## config.mk

```make
export PLATFORM = sky130hd
export DESIGN_NAME = spram512_arb_flat
export DESIGN_NICKNAME = d
export VERILOG_FILES = /design/src/rtl/spram512_arb_pkg.sv /design/src/rtl/spram512_arb_if.sv /design/src/rtl/spram512_arb_rr_arb_onehot.sv /design/src/rtl/spram512_arb.sv /design/src/flat_wrapper.sv
export SDC_FILE = /design/constraint.sdc
export NUM_CORES = 1
export LEC_CHECK = 0
export BUFFER_PORTS_ARGS = -buffer_cell sky130_fd_sc_hd__buf_2
export CAP_MARGIN = 10
export CORE_AREA = 2 2 121 123
export DETAILED_ROUTE_END_ITERATION = 10
export DIE_AREA = 0 0 123 125
export GPL_ROUTABILITY_DRIVEN = 1
export SLEW_MARGIN = 20
export SYNTH_ARGS = -nofsm -noshare
export SYNTH_HDL_FRONTEND = slang
export SYNTH_SLANG_ARGS = --single-unit
```

## constraint.sdc

```tcl
create_clock -name clk -period 6 [get_ports clk]
set_input_delay 1.8 -clock clk [delete_from_list [all_inputs] [get_ports clk]]
set_output_delay 1.8 -clock clk [all_outputs]
set_load 0.05 [all_outputs]
```

## src/rtl/spram512_arb_pkg.sv

```systemverilog
// spram512_arb_pkg: shared widths and the round-robin pick helper used by
// the spram512x32 arbiter and any other shared-resource controller.
//   SPRAM_ADDR_W / SPRAM_DATA_W / SPRAM_BE_W : default SRAM geometry
//   MAX_REQ / PTR_W                         : upper bound on requesters, pointer width
//   rr_pick(valid, ptr, n)                  : one-hot grant, first set bit at or after ptr
package spram512_arb_pkg;
  localparam int SPRAM_ADDR_W = 9;
  localparam int SPRAM_DATA_W = 32;
  localparam int SPRAM_BE_W   = 4;

  localparam int MAX_REQ = 8;
  localparam int PTR_W   = 3;

  // Walks downward so the lowest rotated offset (closest to ptr) wins last.
  // Only the first n bits of valid participate; ptr must be < n.
  function automatic logic [MAX_REQ-1:0] rr_pick(input logic [MAX_REQ-1:0] valid,
                                                 input logic [PTR_W-1:0]   ptr,
                                                 input int                 n);
    logic [MAX_REQ-1:0] gnt;
    int                 idx;
    gnt = '0;
    for (int k = MAX_REQ-1; k >= 0; k--) begin
      if (k < n) begin
        idx = int'(ptr) + k;
        if (idx >= n) idx = idx - n;
        if (valid[idx[2:0]]) begin
          gnt            = '0;
          gnt[idx[2:0]]  = 1'b1;
        end
      end
    end
    return gnt;
  endfunction
endpackage

```

## src/rtl/spram512_arb_if.sv

```systemverilog
// spram512_arb_if: requester-side bus of the spram512 arbiter.
//   req_valid/req_ready/req_we : per-requester handshake and direction
//   req_addr/req_wdata/req_be  : flat packed per-requester fields, requester i at [i*W +: W]
//   rsp_valid                  : one-hot read strobe
//   rsp_rdata                  : shared read data, qualified by rsp_valid
// master = requesters, slave = arbiter.
interface spram512_arb_if #(
  parameter int NUM_REQ = 4,
  parameter int ADDR_W  = 9,
  parameter int DATA_W  = 32,
  parameter int BE_W    = 4
);
  logic [NUM_REQ-1:0]        req_valid;
  logic [NUM_REQ-1:0]        req_ready;
  logic [NUM_REQ-1:0]        req_we;
  logic [NUM_REQ*ADDR_W-1:0] req_addr;
  logic [NUM_REQ*DATA_W-1:0] req_wdata;
  logic [NUM_REQ*BE_W-1:0]   req_be;
  logic [NUM_REQ-1:0]        rsp_valid;
  logic [DATA_W-1:0]         rsp_rdata;

  modport master (
    output req_valid, req_we, req_addr, req_wdata, req_be,
    input  req_ready, rsp_valid, rsp_rdata
  );

  modport slave (
    input  req_valid, req_we, req_addr, req_wdata, req_be,
    output req_ready, rsp_valid, rsp_rdata
  );
endinterface

```

## src/rtl/spram512_arb_rr_arb_onehot.sv

```systemverilog
// rr_arb_onehot: combinational round-robin one-hot grant with registered
// rotating pointer.
//   clk, rst : clock, async active-high reset (pointer -> 0)
//   valid    : N request bits
//   advance  : a grant was consumed this cycle; pointer moves past the winner
//   grant    : one-hot or zero
module rr_arb_onehot
  import spram512_arb_pkg::*;
#(
  parameter int N = 4
) (
  input  logic         clk,
  input  logic         rst,
  input  logic [N-1:0] valid,
  input  logic         advance,
  output logic [N-1:0] grant
);
  logic [PTR_W-1:0]   ptr, ptr_nxt;
  logic [MAX_REQ-1:0] pick;
  logic               unused_pick_hi;

  assign pick           = rr_pick(MAX_REQ'(valid), ptr, N);
  assign grant          = pick[N-1:0];
  assign unused_pick_hi = ^pick;

  always_comb begin
    ptr_nxt = ptr;
    for (int i = 0; i < N; i++)
      if (grant[i]) ptr_nxt = (i == N-1) ? '0 : PTR_W'(i+1);
  end

  always_ff @(posedge clk or posedge rst) begin
    if (rst)          ptr <= '0;
    else if (advance) ptr <= ptr_nxt;
  end
endmodule

```

## src/rtl/spram512_arb.sv

```systemverilog
// spram512_arb: round-robin arbiter/sequencer sharing one std_spram512x32
// (active-low CEB/WEB, byte enables, 1-cycle read latency) among NUM_REQ
// requesters.
//   clk, rst      : clock (also the SRAM clock), async active-high reset
//   bus (slave)   : requester valid/ready channel and one-hot read response
//   mem_ceb/web   : SRAM chip/write enables, active-low
//   mem_a/d/be    : SRAM address, write data, byte enables
//   mem_q         : SRAM read data
// Build option SPRAM512_ARB_RSP_REG_EN: adds a register stage on
// rsp_valid/rsp_rdata (read latency 2, rsp_rdata flop-driven).
module spram512_arb
  import spram512_arb_pkg::*;
#(
  parameter int NUM_REQ = 4,
  parameter int ADDR_W  = SPRAM_ADDR_W,
  parameter int DATA_W  = SPRAM_DATA_W,
  parameter int BE_W    = SPRAM_BE_W
) (
  input  logic              clk,
  input  logic              rst,
  spram512_arb_if.slave     bus,
  output logic              mem_ceb,
  output logic              mem_web,
  output logic [ADDR_W-1:0] mem_a,
  output logic [DATA_W-1:0] mem_d,
  output logic [BE_W-1:0]   mem_be,
  input  logic [DATA_W-1:0] mem_q
);
`ifdef SPRAM512_ARB_RSP_REG_EN
  localparam int STAGES = 2;
`else
  localparam int STAGES = 1;
`endif

  logic [NUM_REQ-1:0] valid_g, grant, rd_tag;
  logic               fire, g_we;
  logic [ADDR_W-1:0]  g_addr;
  logic [DATA_W-1:0]  g_wdata;
  logic [BE_W-1:0]    g_be;

  // One-hot read tag per stage; [STAGES] drives rsp_valid.
  logic [STAGES:1][NUM_REQ-1:0] vld_pipe;

  // Nothing is granted while reset is held, so the SRAM stays untouched.
  assign valid_g = bus.req_valid & {NUM_REQ{~rst}};

  rr_arb_onehot #(.N(NUM_REQ)) u_arb (
    .clk     (clk),
    .rst     (rst),
    .valid   (valid_g),
    .advance (fire),
    .grant   (grant)
  );

  assign bus.req_ready = grant;
  assign fire          = |grant;

  // One-hot AND-OR mux; all-zero when idle so idle pins read as 0.
  always_comb begin
    g_we    = 1'b0;
    g_addr  = '0;
    g_wdata = '0;
    g_be    = '0;
    for (int i = 0; i < NUM_REQ; i++) begin
      if (grant[i]) begin
        g_we    = bus.req_we[i];
        g_addr  = bus.req_addr[i*ADDR_W +: ADDR_W];
        g_wdata = bus.req_wdata[i*DATA_W +: DATA_W];
        g_be    = bus.req_be[i*BE_W +: BE_W];
      end
    end
  end

  assign mem_ceb = ~fire;
  assign mem_web = ~(fire & g_we);
  assign mem_a   = g_addr;
  assign mem_d   = g_wdata;
  assign mem_be  = g_we ? g_be : '0;

  assign rd_tag = (fire & ~g_we) ? grant : '0;

  always_ff @(posedge clk or posedge rst) begin
    if (rst) begin
      vld_pipe <= '0;
    end else begin
      vld_pipe[1] <= rd_tag;
      for (int s = 2; s <= STAGES; s++) vld_pipe[s] <= vld_pipe[s-1];
    end
  end

  assign bus.rsp_valid = vld_pipe[STAGES];

`ifdef SPRAM512_ARB_RSP_REG_EN
  logic [DATA_W-1:0] rdata_q;

  // mem_q is valid while stage 1 holds a tag; capture it alongside stage 2.
  always_ff @(posedge clk or posedge rst) begin
    if (rst) rdata_q <= '0;
    else     rdata_q <= (|vld_pipe[1]) ? mem_q : '0;
  end

  assign bus.rsp_rdata = rdata_q;
`else
  assign bus.rsp_rdata = (|vld_pipe[1]) ? mem_q : '0;
`endif
endmodule

```

## src/flat_wrapper.sv

```systemverilog
// flat-port wrapper written by rule: the top's interface ports become plain ports
module spram512_arb_flat import spram512_arb_pkg::*;
#(
  parameter int NUM_REQ = 4,
  parameter int ADDR_W  = SPRAM_ADDR_W,
  parameter int DATA_W  = SPRAM_DATA_W,
  parameter int BE_W    = SPRAM_BE_W
)
  (clk, rst, mem_ceb, mem_web, mem_a, mem_d, mem_be, mem_q, bus_req_valid, bus_req_we, bus_req_addr, bus_req_wdata, bus_req_be, bus_req_ready, bus_rsp_valid, bus_rsp_rdata);
  spram512_arb_if #(.NUM_REQ(NUM_REQ), .ADDR_W(ADDR_W), .DATA_W(DATA_W), .BE_W(BE_W)) bus_i ();
  input  logic clk;
  input  logic rst;
  output logic mem_ceb;
  output logic mem_web;
  output logic [ADDR_W-1:0] mem_a;
  output logic [DATA_W-1:0] mem_d;
  output logic [BE_W-1:0] mem_be;
  input  logic [DATA_W-1:0] mem_q;
  input wire logic [$bits(bus_i.req_valid)-1:0] bus_req_valid;
  input wire logic [$bits(bus_i.req_we)-1:0] bus_req_we;
  input wire logic [$bits(bus_i.req_addr)-1:0] bus_req_addr;
  input wire logic [$bits(bus_i.req_wdata)-1:0] bus_req_wdata;
  input wire logic [$bits(bus_i.req_be)-1:0] bus_req_be;
  output wire logic [$bits(bus_i.req_ready)-1:0] bus_req_ready;
  output wire logic [$bits(bus_i.rsp_valid)-1:0] bus_rsp_valid;
  output wire logic [$bits(bus_i.rsp_rdata)-1:0] bus_rsp_rdata;
  assign bus_i.req_valid = bus_req_valid;
  assign bus_i.req_we = bus_req_we;
  assign bus_i.req_addr = bus_req_addr;
  assign bus_i.req_wdata = bus_req_wdata;
  assign bus_i.req_be = bus_req_be;
  assign bus_req_ready = bus_i.req_ready;
  assign bus_rsp_valid = bus_i.rsp_valid;
  assign bus_rsp_rdata = bus_i.rsp_rdata;
  spram512_arb #(.NUM_REQ(NUM_REQ), .ADDR_W(ADDR_W), .DATA_W(DATA_W), .BE_W(BE_W)) u_core (.clk(clk), .rst(rst), .bus(bus_i), .mem_ceb(mem_ceb), .mem_web(mem_web), .mem_a(mem_a), .mem_d(mem_d), .mem_be(mem_be), .mem_q(mem_q));
endmodule
```

==> results.sh, run 1 <==
export IMPL_hold_depth=3
export IMPL_cap_violations=0
export IMPL_final_antenna_net_count=0
export IMPL_synth_seq_area_share_pct=6.48
export IMPL_reg2reg_slack_ps=2950
export IMPL_start_util_pct=16.3
export IMPL_fmax_mhz=169
export IMPL_coreArea_um2=14200
export IMPL_tritoncts="yes"
export IMPL_drive_above_1_share_pct=65.8
export IMPL_antenna_found_initial=1
export IMPL_gp_congestion=0.816
export IMPL_crit_type="in -> out"
export IMPL_setup_ws_ps=95.6
export IMPL_end_kind="output port"
export IMPL_htree_levels=1
export IMPL_final_hold_violation_count=0
export IMPL_status="complete, no violations"
export IMPL_cts_clk_slew_worst_paths_ps=40
export IMPL_synth_most_common_cell="nand2_1"
export IMPL_portBuffers=308
export IMPL_grt_total_usage_pct=14.7
export IMPL_syn_inst=334
export IMPL_fin_worst_skew_ps=3.77
export IMPL_io_pins=309
export IMPL_syn_area_per_cell_um2=6.94
export IMPL_vias=3879
export IMPL_die_area_um2=15400
export IMPL_synth_ff_latch_count=6
export IMPL_yosysWarnings=0
export IMPL_drt_pre_antenna_iters=4
export IMPL_ys_types=47
export IMPL_rr_worst_depth=10
export IMPL_required_ps=4200
export IMPL_drc_errors=0
export IMPL_start_kind="input port"
export IMPL_finalSetupViolCount=0
export IMPL_grt_max_degree=36
export IMPL_hpwlAfterDp_mm=10.5
export IMPL_final_core_util_pct=33.6
export IMPL_n_antenna_cell=0
export IMPL_nNetsFinal=878
export IMPL_max_slew_margin_rel_pct=75.4
export IMPL_routed_wirelength_mm=12.4
export IMPL_netlist_top_cells_area="a221oi_1, o31ai_1, nor2b_1"
export IMPL_yosys_area_top_type="a221oi_1"
export IMPL_hold_path_startpoint="u_core.u_arb.ptr[0]$_DFFE_PP0N_"
export IMPL_slew_violations=0
export IMPL_hold_path_class="reg -> reg"
export IMPL_grt_pass1_vias=3684
export IMPL_tightest_slew_ps=368
export IMPL_worstSkewPairLatency_ps=230
export IMPL_finalCriticalPeriod_ps=5900
export IMPL_synthArstFlopShare_pct=100
export IMPL_grt_pass1_wl_mm=18.1
export IMPL_synth_edf_count=0
export IMPL_vias_per_cell=4.67
export IMPL_fp_dieH_um=125
export IMPL_die_x_um=123
export IMPL_overflow=0
export IMPL_rows=44
export IMPL_root_buffer="clkbuf_16"
export IMPL_hold_ws_ps=773
export IMPL_reg2reg_to="u_core.bus.rsp_valid[1]$_DFF_PP0_"
export IMPL_cp_arrival_ps=4100
export IMPL_post_cts_setup_buffer_count=0
export IMPL_clockBufferDepth=2
export IMPL_dpl_worst_slack_ps=-31.8
export IMPL_wl_per_cell_um=15.0
export IMPL_clock_sinks=6
export IMPL_drt_iter0_drc=108
export IMPL_syn_to_final_growth_pct=106
export IMPL_syn_area_um2=2320
export IMPL_synth_nets=564
export IMPL_cts_buffers=3
export IMPL_synth_common_cells="nand2_1, nor2_1, a221oi_1, o31ai_1, nor2b_1"
export IMPL_rsz0062_at_grt="true"
export IMPL_yosysTopAreaCellShare_pct=15.5
export IMPL_crit_fanout=14
export IMPL_synth_ff_type="dfrtp_1"
export IMPL_min_to="u_core.u_arb.ptr[0]$_DFFE_PP0N_"
export IMPL_finalCritPeriodShare_pct=98.4
export IMPL_timing_rr_start="u_core.u_arb.ptr[1]$_DFFE_PP0N_"
==> how the worst max path moves through the flow <==
stage                     start   endpoint  slack (ps)
2_1_floorplan  bus_req_valid[3]  mem_be[0]        -230
3_3_place_gp   bus_req_valid[2]  mem_be[1]         -20
3_5_place_dp   bus_req_valid[2]  mem_be[1]         -30
4_1_cts        bus_req_valid[2]  mem_be[1]          20
5_1_grt        bus_req_valid[2]  mem_be[2]         -20
6_report       bus_req_valid[2]  mem_d[23]         100
==> routing by layer <==
layer,part of all wire (%),GRT usage (%),vias up,wire [um]
met5,0,0,-,0
met4,0.53,1.27,0,66
met3,9.3,2.74,8,1160
met2,52,28.7,216,6460
met1,38,16.9,1766,4740
li1,-,-,1889,-
==> flip-flops by register name, summed over array words and instances (netlist names) <==
register / count
u_core.u_arb.ptr: 2
u_core.bus.rsp_valid: 4
==> placed cells by master, fill, tap and decap left out, types with 3 or more instances in the layout <==
cell type	n
inv_1	8
buf_4	38
a221oi_1	31
a22oi_1	4
buf_2	283
nand3_1	3
ha_1	8
and2_1	4
a221oi_2	13
o31ai_4	6
dfrtp_1	6
nor2_1	45
nand2_1	51
nor2b_1	36
buf_12	7
buf_6	6
o31ai_2	35
a21o_1	5
clkbuf_16	3
a21oi_1	6
clkbuf_4	10
==> final cells by class <==
| type | instances | area, um^2 |
|---|---|---|
| Fill cell | 1567 | 9430 |
| Multi-Input combinational cell | 284 | 2300 |
| Timing Repair Buffer | 344 | 1980 |
| Tap cell | 184 | 230 |
| Sequential cell | 6 | 150 |
| Clock buffer | 3 | 75.1 |
| Inverter | 9 | 36.3 |
==> per-stage QoR <==
step,setup TNS (ps),cell area [um^2],std cells
floorplan,-717,2590,334
global placement,-21.6,4520,827
detailed placement,-46.5,4520,827
CTS,0,4600,830
global route,-81.0,4780,830
finish,0,4780,830
==> what timing repair did <==
item	in CTS	in global routing
pin swaps	0	1
hold buffers	0	0
gates resized for setup	2	61
endpoints found under the setup margin	12	34
==> worst max-delay path, stage by stage <==
cell	delay (ps)
buf_2	110
mux4_2	510
nor2b_1	170
a22oi_1	180
a21boi_4	330
buf_12	200
buf_6	180
a221oi_1	120
o31ai_2	220
clkbuf_4	260
==> logic make-up after synthesis <==
| family | Yosys count | synth area share (%) |
|---|---|---|
| AOI/OAI and AO/OA | 117 | 42.1 |
| adders and majority gates | 8 | 4.32 |
| buffers and inverters | 44 | 10.6 |
| DFF | 6 | 6.48 |
| muxes | 6 | 3.78 |
| and+or+nand+nor | 153 | 32.7 |
Power of run 1 is not shown: default switching activity piles up to over one toggle a cycle in this logic, so the estimate is an artifact.
==> run 2, diff against run 1 <==
--- a/config.mk
+++ b/config.mk
@@ -7,9 +7,9 @@
 export LEC_CHECK = 0
 export BUFFER_PORTS_ARGS = -buffer_cell sky130_fd_sc_hd__buf_2
 export CAP_MARGIN = 10
-export CORE_AREA = 2 2 121 123
+export CORE_AREA = 2 2 120 122
 export DETAILED_ROUTE_END_ITERATION = 10
-export DIE_AREA = 0 0 123 125
+export DIE_AREA = 0 0 122 124
 export GPL_ROUTABILITY_DRIVEN = 1
 export SLEW_MARGIN = 20
 export SYNTH_ARGS = -nofsm -noshare
==> constraint.sdc (replaced) <==
create_clock -name clk -period 7.7 [get_ports clk]
set_input_delay 2.31 -clock clk [delete_from_list [all_inputs] [get_ports clk]]
set_output_delay 2.31 -clock clk [all_outputs]
set_load 0.05 [all_outputs]
==> run 2 against run 1 <==
Utilization down 3.2 points. Clock skew shrank 3.2 ps. Critical path type unchanged. First-iteration DRC count up 77%. Worst hold slack gained 19 ps. Largest cell class unchanged. Global-route usage up 0.19 points. Count of clock-buffer cells in the layout did not move. Register-to-register slack improved by 1300 ps. Non-clock buffer count decreased by 26.
==> results.sh, run 2 (synthesis gave the netlist of run 1 again) <==
export IMPL_clock_sinks=6
export IMPL_end_kind="output port"
export IMPL_cts_buffers=3
export IMPL_nNetsFinal=852
export IMPL_status="complete, no violations"
export IMPL_portBuffers=308
export IMPL_fmax_mhz=138
export IMPL_slew_violations=0
export IMPL_fp_dieH_um=124
export IMPL_gp_congestion=0.863
export IMPL_rows=43
export IMPL_finalSetupViolCount=0
export IMPL_htree_levels=1
export IMPL_grt_max_degree=56
export IMPL_start_util_pct=16.9
export IMPL_crit_type="in -> out"
export IMPL_fin_worst_skew_ps=0.564
export IMPL_cts_resized=0
export IMPL_coreArea_um2=13700
export IMPL_drt_pre_antenna_iters=4
export IMPL_wl_per_cell_um=15.6
export IMPL_critPathTopFamily="compound AO/OA/AOI/OAI gates"
export IMPL_drc_errors=0
export IMPL_slowest_stage="o31ai_1"
export IMPL_max_slew_margin_rel_pct=58.2
export IMPL_crit_buf_inv=4
export IMPL_final_cell_mix="buf_2, nand2_1, nor2_1, a221oi_1, o31ai_1"
export IMPL_clockBufferDepth=2
export IMPL_finalCriticalPeriod_ps=7230
export IMPL_tritoncts="yes"
export IMPL_required_ps=5390
export IMPL_final_antenna_net_count=0
export IMPL_vias=3773
export IMPL_finalSetupTns_ps=0
export IMPL_grt_total_usage_pct=14.9
export IMPL_register_area_um2=150
export IMPL_final_hold_violation_count=0
export IMPL_final_common_cell="buf_2"
export IMPL_hpwlAfterDp_mm=10.3
export IMPL_cp_arrival_ps=4920
export IMPL_grt_pass1_vias=3465
export IMPL_io_pins=309
export IMPL_post_cts_setup_buffer_count=0
export IMPL_crit_start="rst"
export IMPL_largest_register_ffs=4
export IMPL_rsz0062_at_grt="false"
export IMPL_timing_rr_start="u_core.u_arb.ptr[0]$_DFFE_PP0N_"
export IMPL_tightest_slew_ps=622
export IMPL_vias_per_cell=4.70
export IMPL_routed_wirelength_mm=12.5
export IMPL_root_buffer="clkbuf_16"
export IMPL_cts_clk_slew_worst_paths_ps=30
export IMPL_path_cells="buf_2 > nor3_1 > a22o_1 > a22oi_1 > o22a_2 > inv_2 > buf_12 > a221oi_1 > o31ai_1 > buf_12"
export IMPL_holdBufCountCts=0
export IMPL_die_area_um2=15100
export IMPL_overflow=0
export IMPL_finalCritPeriodShare_pct=93.9
export IMPL_die_x_um=122
export IMPL_hold_path_class="reg -> reg"
export IMPL_cpPeakStageDelay_ps=570
export IMPL_worstSkewPairLatency_ps=220
export IMPL_start_kind="input port"
export IMPL_crit_fanout=27
export IMPL_fillers=1532
export IMPL_drt_iter0_drc=191
export IMPL_multi_input_area_um2=1950
export IMPL_antenna_found_initial=3
export IMPL_path_common_cell="buf_12"
export IMPL_drive_above_1_share_pct=55.5
export IMPL_syn_to_final_growth_pct=80.3
export IMPL_hold_path_startpoint="u_core.u_arb.ptr[1]$_DFFE_PP0N_"
export IMPL_cap_violations=0
export IMPL_grt_pass1_wl_mm=17.7
run 2: cell count changes in the layout (fill, tap and decap cells not counted), moves of 10 or more:
cell      previous run  this run
o31ai_2             35         0
buf_4               38         5
buf_2              283       304
a221oi_1            31        41
clkbuf_4            10         0
o31ai_1              0        41
a221oi_2            13         3
run 2: per-layer routing:
| metal | vias to the layer above | track usage (%) | routed length, um |
|---|---|---|---|
| li1 | 1837 | - | - |
| met1 | 1706 | 16.3 | 4450 |
| met2 | 216 | 29.5 | 6690 |
| met3 | 12 | 2.47 | 1170 |
| met4 | 2 | 3.81 | 212 |
| met5 | - | 0 | 13 |
run 2: worst paths after layout:
| path | endpoint | slack [ps] | cells past startpoint |
|---|---|---|---|
| hold / removal | u_core.u_arb.ptr[1]$_DFFE_PP0N_ | 790 | 2 |
| min in group asynchronous | u_core.u_arb.ptr[0]$_DFFE_PP0N_ | 2130 | 2 |
| max in group asynchronous | u_core.bus.rsp_valid[1]$_DFF_PP0_ | 5310 | 2 |
| setup reg to reg | u_core.bus.rsp_valid[0]$_DFF_PP0_ | 4280 | 10 |
| hold reg to reg | u_core.u_arb.ptr[1]$_DFFE_PP0N_ | 790 | 2 |
| setup / recovery | mem_d[3] | 470 | 10 |
run 2: area by class of cell:
type / count / share of cell area, %
antenna: 2 / 0.120
clock buffer: 3 / 1.80
inverter: 9 / 0.809
multi-input combinational: 284 / 46.7
sequential: 6 / 3.59
tap: 180 / 5.39
timing repair buffer: 318 / 41.6
run 2: worst reg2reg max path: stages (launching register included):
cell,delay [ps]
dfrtp_1,640
inv_1,220
ha_1,420
mux2i_1,170
o32ai_1,460
nand3_1,220
a21boi_4,240
buf_12,300
nand3_1,150
a31o_4,310
and2_1,180
run 2: stage by stage:
stage                     utilization, %  instances  instance area (um^2)  worst slack [ps]  hold slack (ps)
after floorplan                        -        334                  2320              88.3              647
final                               30.5        802                  4180               466              792
after global routing                30.4        801                  4180               259              824
after global placement              29.9        797                  4100               380              777
after CTS                           30.4        800                  4170               357              796
after detailed placement            29.9        797                  4100               361              788
Power of run 2 is left out for the same reason.
